File: config.mk
export PLATFORM = sky130hd
export DESIGN_NAME = state_sequencer_flat
export DESIGN_NICKNAME = d
export VERILOG_FILES = /design/src/rtl/state_sequencer_if.sv /design/src/rtl/state_sequencer.sv /design/src/flat_wrapper.sv
export SDC_FILE = /design/constraint.sdc
export NUM_CORES = 1
export LEC_CHECK = 0
export ABC_CLOCK_PERIOD_IN_PS = 2860
export CAP_MARGIN = 20
export CORE_MARGIN = 5
export CORE_UTILIZATION = 30
export CTS_CLUSTER_SIZE = 20
export DETAILED_ROUTE_END_ITERATION = 6
export PLACE_DENSITY_LB_ADDON = 0.2
export SLEW_MARGIN = 20
export SYNTH_ARGS = -nofsm -noshare
export SYNTH_HDL_FRONTEND = slang
export SYNTH_SLANG_ARGS = --single-unit
export TNS_END_PERCENT = 100
File: constraint.sdc
create_clock -name clk -period 2.86 [get_ports clk]
set_clock_uncertainty 0.15 [all_clocks]
set_input_delay 0.715 -clock clk [delete_from_list [all_inputs] [get_ports clk]]
set_output_delay 0.715 -clock clk [all_outputs]
set_load 0.05 [all_outputs]
File: src/rtl/state_sequencer_if.sv
// Board-side signal bundle for state_sequencer: raw button/switch inputs in,
// registered state and pulse outputs back to the output decoder.
// There is no valid/ready handshake on this bundle. The inputs are level
// signals sampled every clock. The outputs are registered and change only on
// the rising edge of clk.
interface state_sequencer_if;
  logic       btn_step;
  logic       dir;
  logic       auto_en;
  logic       load;
  logic [2:0] load_val;
  logic [2:0] current;
  logic       step_pulse;
  logic       wrap;

  modport master (
    output btn_step, dir, auto_en, load, load_val,
    input  current, step_pulse, wrap
  );

  modport slave (
    input  btn_step, dir, auto_en, load, load_val,
    output current, step_pulse, wrap
  );
endinterface

File: src/rtl/state_sequencer.sv
// Produces the 3-bit displayed state. The state steps on a debounced button
// press, on an auto-advance timer, or on a direct load. Every output is
// registered, so no input reaches an output combinationally.
module state_sequencer #(
  parameter int DEBOUNCE_CYCLES = 4,
  parameter int AUTO_PERIOD     = 8,
  parameter int MAX_STATE       = 7
) (
  input  logic               clk,
  input  logic               rst_n,
  state_sequencer_if.slave   bus
);

  localparam int DW = (DEBOUNCE_CYCLES > 2) ? $clog2(DEBOUNCE_CYCLES) : 1;
  localparam int AW = (AUTO_PERIOD > 2) ? $clog2(AUTO_PERIOD) : 1;
  localparam logic [DW-1:0] DEB_LAST  = DW'(DEBOUNCE_CYCLES - 1);
  localparam logic [AW-1:0] AUTO_LAST = AW'(AUTO_PERIOD - 1);
  // A 4-bit copy of the limit keeps the range checks meaningful when the
  // limit is 7.
  localparam logic [3:0]    MAX_W     = 4'(MAX_STATE);
  localparam logic [2:0]    MAX_S     = 3'(MAX_STATE);

  logic          sync1, sync2;
  logic          deb, deb_d;
  logic [DW-1:0] deb_cnt;
  logic [AW-1:0] auto_cnt;
  logic [2:0]    cur_q, cur_next;
  logic          step_q, step_next;
  logic          wrap_q, wrap_next;
  logic          man_req, auto_req, step_req;

  // Two-flop synchronizer for the asynchronous push-button.
  always_ff @(posedge clk or negedge rst_n) begin
    if (!rst_n) begin
      sync1 <= 1'b0;
      sync2 <= 1'b0;
    end else begin
      sync1 <= bus.btn_step;
      sync2 <= sync1;
    end
  end

  // The debounced level flips only after DEBOUNCE_CYCLES consecutive
  // disagreeing samples. deb_d delays it so that a press can be detected.
  always_ff @(posedge clk or negedge rst_n) begin
    if (!rst_n) begin
      deb     <= 1'b0;
      deb_d   <= 1'b0;
      deb_cnt <= '0;
    end else begin
      deb_d <= deb;
      if (sync2 == deb) begin
        deb_cnt <= '0;
      end else if (deb_cnt < DEB_LAST) begin
        deb_cnt <= deb_cnt + 1'b1;
      end else begin
        deb     <= sync2;
        deb_cnt <= '0;
      end
    end
  end

  // The auto-advance timer counts 0..AUTO_PERIOD-1 while enabled and is held
  // at 0 while auto_en is low.
  always_ff @(posedge clk or negedge rst_n) begin
    if (!rst_n) begin
      auto_cnt <= '0;
    end else if (!bus.auto_en || auto_cnt == AUTO_LAST) begin
      auto_cnt <= '0;
    end else begin
      auto_cnt <= auto_cnt + 1'b1;
    end
  end

  assign man_req  = deb & ~deb_d;
  assign auto_req = bus.auto_en & (auto_cnt == AUTO_LAST);
  assign step_req = man_req | auto_req;

  // Next state: load wins over a step, and a step can wrap in either direction.
  always_comb begin
    cur_next  = cur_q;
    step_next = 1'b0;
    wrap_next = 1'b0;
    if (bus.load) begin
      cur_next = ({1'b0, bus.load_val} > MAX_W) ? MAX_S : bus.load_val;
    end else if (step_req) begin
      step_next = 1'b1;
      if ({1'b0, cur_q} > MAX_W) begin
        cur_next  = 3'd0;
        wrap_next = 1'b1;
      end else if (bus.dir) begin
        if (cur_q == MAX_S) begin
          cur_next  = 3'd0;
          wrap_next = 1'b1;
        end else begin
          cur_next = cur_q + 3'd1;
        end
      end else begin
        if (cur_q == 3'd0) begin
          cur_next  = MAX_S;
          wrap_next = 1'b1;
        end else begin
          cur_next = cur_q - 3'd1;
        end
      end
    end
  end

  // Registered state and the one-cycle step/wrap pulses.
  always_ff @(posedge clk or negedge rst_n) begin
    if (!rst_n) begin
      cur_q  <= 3'd0;
      step_q <= 1'b0;
      wrap_q <= 1'b0;
    end else begin
      cur_q  <= cur_next;
      step_q <= step_next;
      wrap_q <= wrap_next;
    end
  end

  assign bus.current    = cur_q;
  assign bus.step_pulse = step_q;
  assign bus.wrap       = wrap_q;

endmodule
File: src/flat_wrapper.sv
// flat-port wrapper written by rule: the top's interface ports become plain ports
module state_sequencer_flat 
#(
  parameter int DEBOUNCE_CYCLES = 4,
  parameter int AUTO_PERIOD     = 8,
  parameter int MAX_STATE       = 7
)
  (clk, rst_n, bus_btn_step, bus_dir, bus_auto_en, bus_load, bus_load_val, bus_current, bus_step_pulse, bus_wrap);
  state_sequencer_if bus_i ();
  input  logic clk;
  input  logic rst_n;
  input wire logic [$bits(bus_i.btn_step)-1:0] bus_btn_step;
  input wire logic [$bits(bus_i.dir)-1:0] bus_dir;
  input wire logic [$bits(bus_i.auto_en)-1:0] bus_auto_en;
  input wire logic [$bits(bus_i.load)-1:0] bus_load;
  input wire logic [$bits(bus_i.load_val)-1:0] bus_load_val;
  output wire logic [$bits(bus_i.current)-1:0] bus_current;
  output wire logic [$bits(bus_i.step_pulse)-1:0] bus_step_pulse;
  output wire logic [$bits(bus_i.wrap)-1:0] bus_wrap;
  assign bus_i.btn_step = bus_btn_step;
  assign bus_i.dir = bus_dir;
  assign bus_i.auto_en = bus_auto_en;
  assign bus_i.load = bus_load;
  assign bus_i.load_val = bus_load_val;
  assign bus_current = bus_i.current;
  assign bus_step_pulse = bus_i.step_pulse;
  assign bus_wrap = bus_i.wrap;
  state_sequencer #(.DEBOUNCE_CYCLES(DEBOUNCE_CYCLES), .AUTO_PERIOD(AUTO_PERIOD), .MAX_STATE(MAX_STATE)) u_core (.clk(clk), .rst_n(rst_n), .bus(bus_i));
endmodule
* Word-level counts from Yosys, hierarchy flattened
Index checks and enable logic that the tools add are counted.
** Cells by class
- Add/sub/neg operators :: 4
- $lt $le $gt $ge :: 1
- Eq/ne operators :: 3
- Multiplexer cells :: 15
- Bitwise operators :: 6
- Reduce and logical (&&, ||, !) cells :: 5
** Operator list (number)
- $mux W3 :: 6
- $mux W1 :: 7
- $add A3 B1 Y3 const B :: 2
- $eq A3 B3 Y1 const B :: 2
- $mux W2 :: 2
- $logic_not A3 Y1 :: 1
- $not A1 Y1 :: 3
- $sub A3 B1 Y3 const B :: 1
- $add A2 B1 Y2 const B :: 1
- $and A1 B1 Y1 :: 2
- $lt A2 B2 Y1 const B :: 1
- $reduce_and A2 Y1 :: 1
- $reduce_bool A2 Y1 :: 1
- $eq A1 B1 Y1 :: 1
- $logic_not A1 Y1 :: 1
- $logic_or A1 B1 Y1 :: 1
- $or A1 B1 Y1 :: 1
** Storage, ports and cells
- Bits in registers :: 14
- Bits of input ports :: 9
- Logic and storage cells :: 43

* Depth between registers and ports, before layout
- Depth after elaboration :: 5
- Gate-level depth with buffers :: 5
- Gate-level depth less buffers :: 5

* Worst setup path before layout
OpenSTA, ideal clock, no wires.
- Path type :: register to register
- Start :: register u_core.cur_q[0], in the netlist u_core.bus.current[0]
- End :: register u_core.cur_q[1], in the netlist u_core.bus.current[1]
- Library setup time :: 0.126 ns
- Arrival time :: 1.551 ns
- Data required time :: 2.584 ns
- Setup slack :: 1.033 ns
- Cell stages (with the launch flop) :: 6
- Buffers on the path :: 0
- Period minus slack after synthesis :: 1.827 ns
- Path through :: dfrtp_1 > inv_1 > ha_1 > xor2_1 > a211oi_1 > a221o_1
** Between the ends
- Longest elaborated chain between the ends :: 5
** Ends and longest elaborated chain
- start, declared :: line state_sequencer.sv:27 : logic [2:0] cur_q, cur_next;
- start signal, assigned :: line state_sequencer.sv:116 : cur_q <= cur_next;
- $sub A3 B1 Y3 (tied with other cells) :: line state_sequencer.sv:103 : cur_next = cur_q - 3'd1;
- $mux W3, on equally long branches :: line state_sequencer.sv:99, state_sequencer.sv:92
- $mux W3 (*) :: line state_sequencer.sv:91 : end else if (bus.dir) begin
- $mux W3 (*) :: line state_sequencer.sv:86 : end else if (step_req) begin
- $mux W3 (*) :: line state_sequencer.sv:84 : if (bus.load) begin
Mark *: on every way between the ends. The rest lies on a longest branch, timed or not. The select of a mux whose other input is x is not followed.
A chain may end at the register's enable or synchronous reset.

* Worst setup path in the final report
- Start :: register u_core.cur_q[2], in the netlist u_core.bus.current[2]
- End :: output port bus_current[2]
** RTL lines
- end, declared :: line flat_wrapper.sv:17 : output wire logic [$bits(bus_i.current)-1:0] bus_current;
No word-level cell between the ends.

==> metrics.yaml <==
clkLatencyLatePin_ns: 0.27
arrival_ns: 1.54
die_h_um: 56.4
clk_pin_slew_worst_paths_ns: 0.07
drc: 0
yosysTopAreaCellShare: 0.542
synth_edf_count: 0
core_area_mm2: 0.00200
path_cells: "clkdlybuf4s50_1"
synth_area_leaders: "dfrtp_1, ha_1, nor2_1"
setup_viol: 0
cp-start-kind: "flip-flop"
finalMaxSlewViolations: 0
gp_congestion: 0.703
syn_nets: 69
dp.cells: 92
syn-instance-count: 53
reg2reg_depth: 5
initial_core_util: 0.323
finalSetupTns_ns: 0
maxSlewHeadroom: 0.589
post-synth-top-area-cell: "dfrtp_1"
worst_ir_drop_vdd_mv: 0.363
areaGrowthSynthToFinish_pct: 28.0
antenna_cells: 0
cap_violations: 0
ys.warnings.count: 0
wl_per_cell_um: 11.0
seq_area_frac_synth: 0.542
worstReg2RegEnd: "u_core.bus.current[1]$_DFFE_PN0P_"
final_common_cell: "dfrtp_1"
cts_buffers: 3
holdCritStartpoint: "u_core.sync1$_DFF_PN0_"
fin_cells: 95
grt_start_max_net_pins: 15
pin_count: 14
cts_sinks: 14
firstDrtPassIters: 2
path_buf_inv: 1
viasPerCell: 4.57
vias: 434
clkPwrFrac: 0.162
max_freq_mhz: 415
slowest_delay_ns: 0.84
pwr_density_cell_mw_per_mm2: 787
final_antenna_net_count: 0
io_buffers: 13
whs_ns: 0.203
hold_end: "u_core.sync2$_DFF_PN0_"
rsz0062_at_grt: "no"
p_leak_uw: 0.000382
required_ns: 2.00
postLayoutCoreUtil: 0.414
period_minus_slack_ns: 2.41
cp_max_fo: 6
pwr-share-comb: 0.407
wl_um: 1050
cts_resized: 0
drt-initial-drc-count: 3
slowest_stage: "clkdlybuf4s50_1"
final_hold_viol_count: 0
period_share: 0.842
mostFrequentLayoutCells: "dfrtp_1, clkdlybuf4s50_1, ha_1, nor2_1, inv_1"
synth-seq-cells: 14
switchingPower_uw: 239
clock_path_buffers: 2
track_usage: 0.0741
antenna_found_initial: 0
hpwlAfterDp_um: 820
rows: 16
r2r-start: "u_core.auto_cnt[0]$_DFF_PN0_"
synth.distinct_cells: 23
hp-class: "reg2reg"
htreeDepth: 1
synth_area_um2: 647
dieArea_mm2: 0.00318
internal-power_uw: 413
cts_setup_buffers: 0
path_delay_family: "buffers and inverters"
drive_above_1_share: 0.0882
crit_type: "reg2out"
ys_async_sr_fraction: 1.00
grt_pass1_wl_um: 1810
whs_path_depth: 0
cts-root-buf: "clkbuf_4"
worst_pin_slew_ns: 0.614
seq_power_share: 0.431
status: "finished clean"
cts_tree: "built"
die_width_um: 56.4
num-fill-cells: 202
layout.nets: 86
p_sw_frac: 0.367
ff2ff_setup_slack_ns: 1.28
overflow: 0
grt_pass1_vias: 407
syn_area_per_cell_um2: 12.2
ys.flop_type: "dfrtp_1"
hold_buffers: 0
crit_path_end_kind: "primary output"
==> worst max-delay path by stage <==
stage                                              to  slack, ns  cells past startpoint                               from
detailed placement                     bus_current[2]       0.75                      1  u_core.bus.current[2]$_DFFE_PN0P_
CTS                                    bus_current[2]       0.43                      1  u_core.bus.current[2]$_DFFE_PN0P_
floorplan           u_core.bus.current[1]$_DFFE_PN0P_       1.03                      5  u_core.bus.current[0]$_DFFE_PN0P_
global placement                       bus_current[2]       0.77                      1  u_core.bus.current[2]$_DFFE_PN0P_
finish                                 bus_current[2]       0.45                      1  u_core.bus.current[2]$_DFFE_PN0P_
global route                           bus_current[2]       0.40                      1  u_core.bus.current[2]$_DFFE_PN0P_
==> cell type report <==
cell class                      count  area, um^2  share of cell area
Inverter                            4        15.0              0.0181
Clock buffer                        3        22.5              0.0272
Tap cell                           27        33.8              0.0408
Timing Repair Buffer               13         130               0.157
Multi-Input combinational cell     34         277               0.334
Sequential cell                    14         350               0.423
==> routing by layer <==
layer  vias to the layer above  part of all wire  track usage
li1                        219                 -            -
met1                       198              0.47       0.0884
met2                        14              0.42        0.107
met3                         3              0.10       0.0505
met4                         0            0.0086       0.0203
met5                         -                 0            0
==> cells in the mapped netlist, types with 2 or more instances <==
cell type	instances
a211oi_1	2
a221oi_1	2
and3b_1	2
dfrtp_1	14
ha_1	7
inv_1	4
nor2_1	5
nor3_1	2
==> power by group through the flow <==
stage / sequential (uW) / combinational (uW) / clock, uW
floorplan: 344 / 128 / 0
global placement: 284 / 268 / 0
finish: 281 / 266 / 105
CTS: 282 / 270 / 113
detailed placement: 286 / 268 / 0
global route: 288 / 295 / 124
==> sequential cells by signal, summed over array words and instances (netlist names) <==
register	flops
u_core.auto_cnt	3
u_core.bus.current	3
u_core.bus.step_pulse	1
u_core.bus.wrap	1
u_core.deb	1
u_core.deb_cnt	2
u_core.deb_d	1
u_core.sync1	1
u_core.sync2	1
==> cells by family after synthesis <==
family	after synthesis	share of synthesized area
simple gates	14	0.126
xor+xnor	2	0.0271
flops	14	0.542
compound gates	10	0.122
fa+ha+maj	7	0.135
buf+inv	5	0.0309
mux	1	0.0174
==> metrics by stage <==
step                      cell area, um^2  setup WS [ns]  power (uW)
after global routing                  828          0.396         708
final                                 828          0.451         652
after global placement                806          0.768         552
after CTS                             828          0.434         665
after detailed placement              806          0.748         554
after floorplan                       647           1.03         472
No activity file was read; power rests on OpenSTA's default activity.
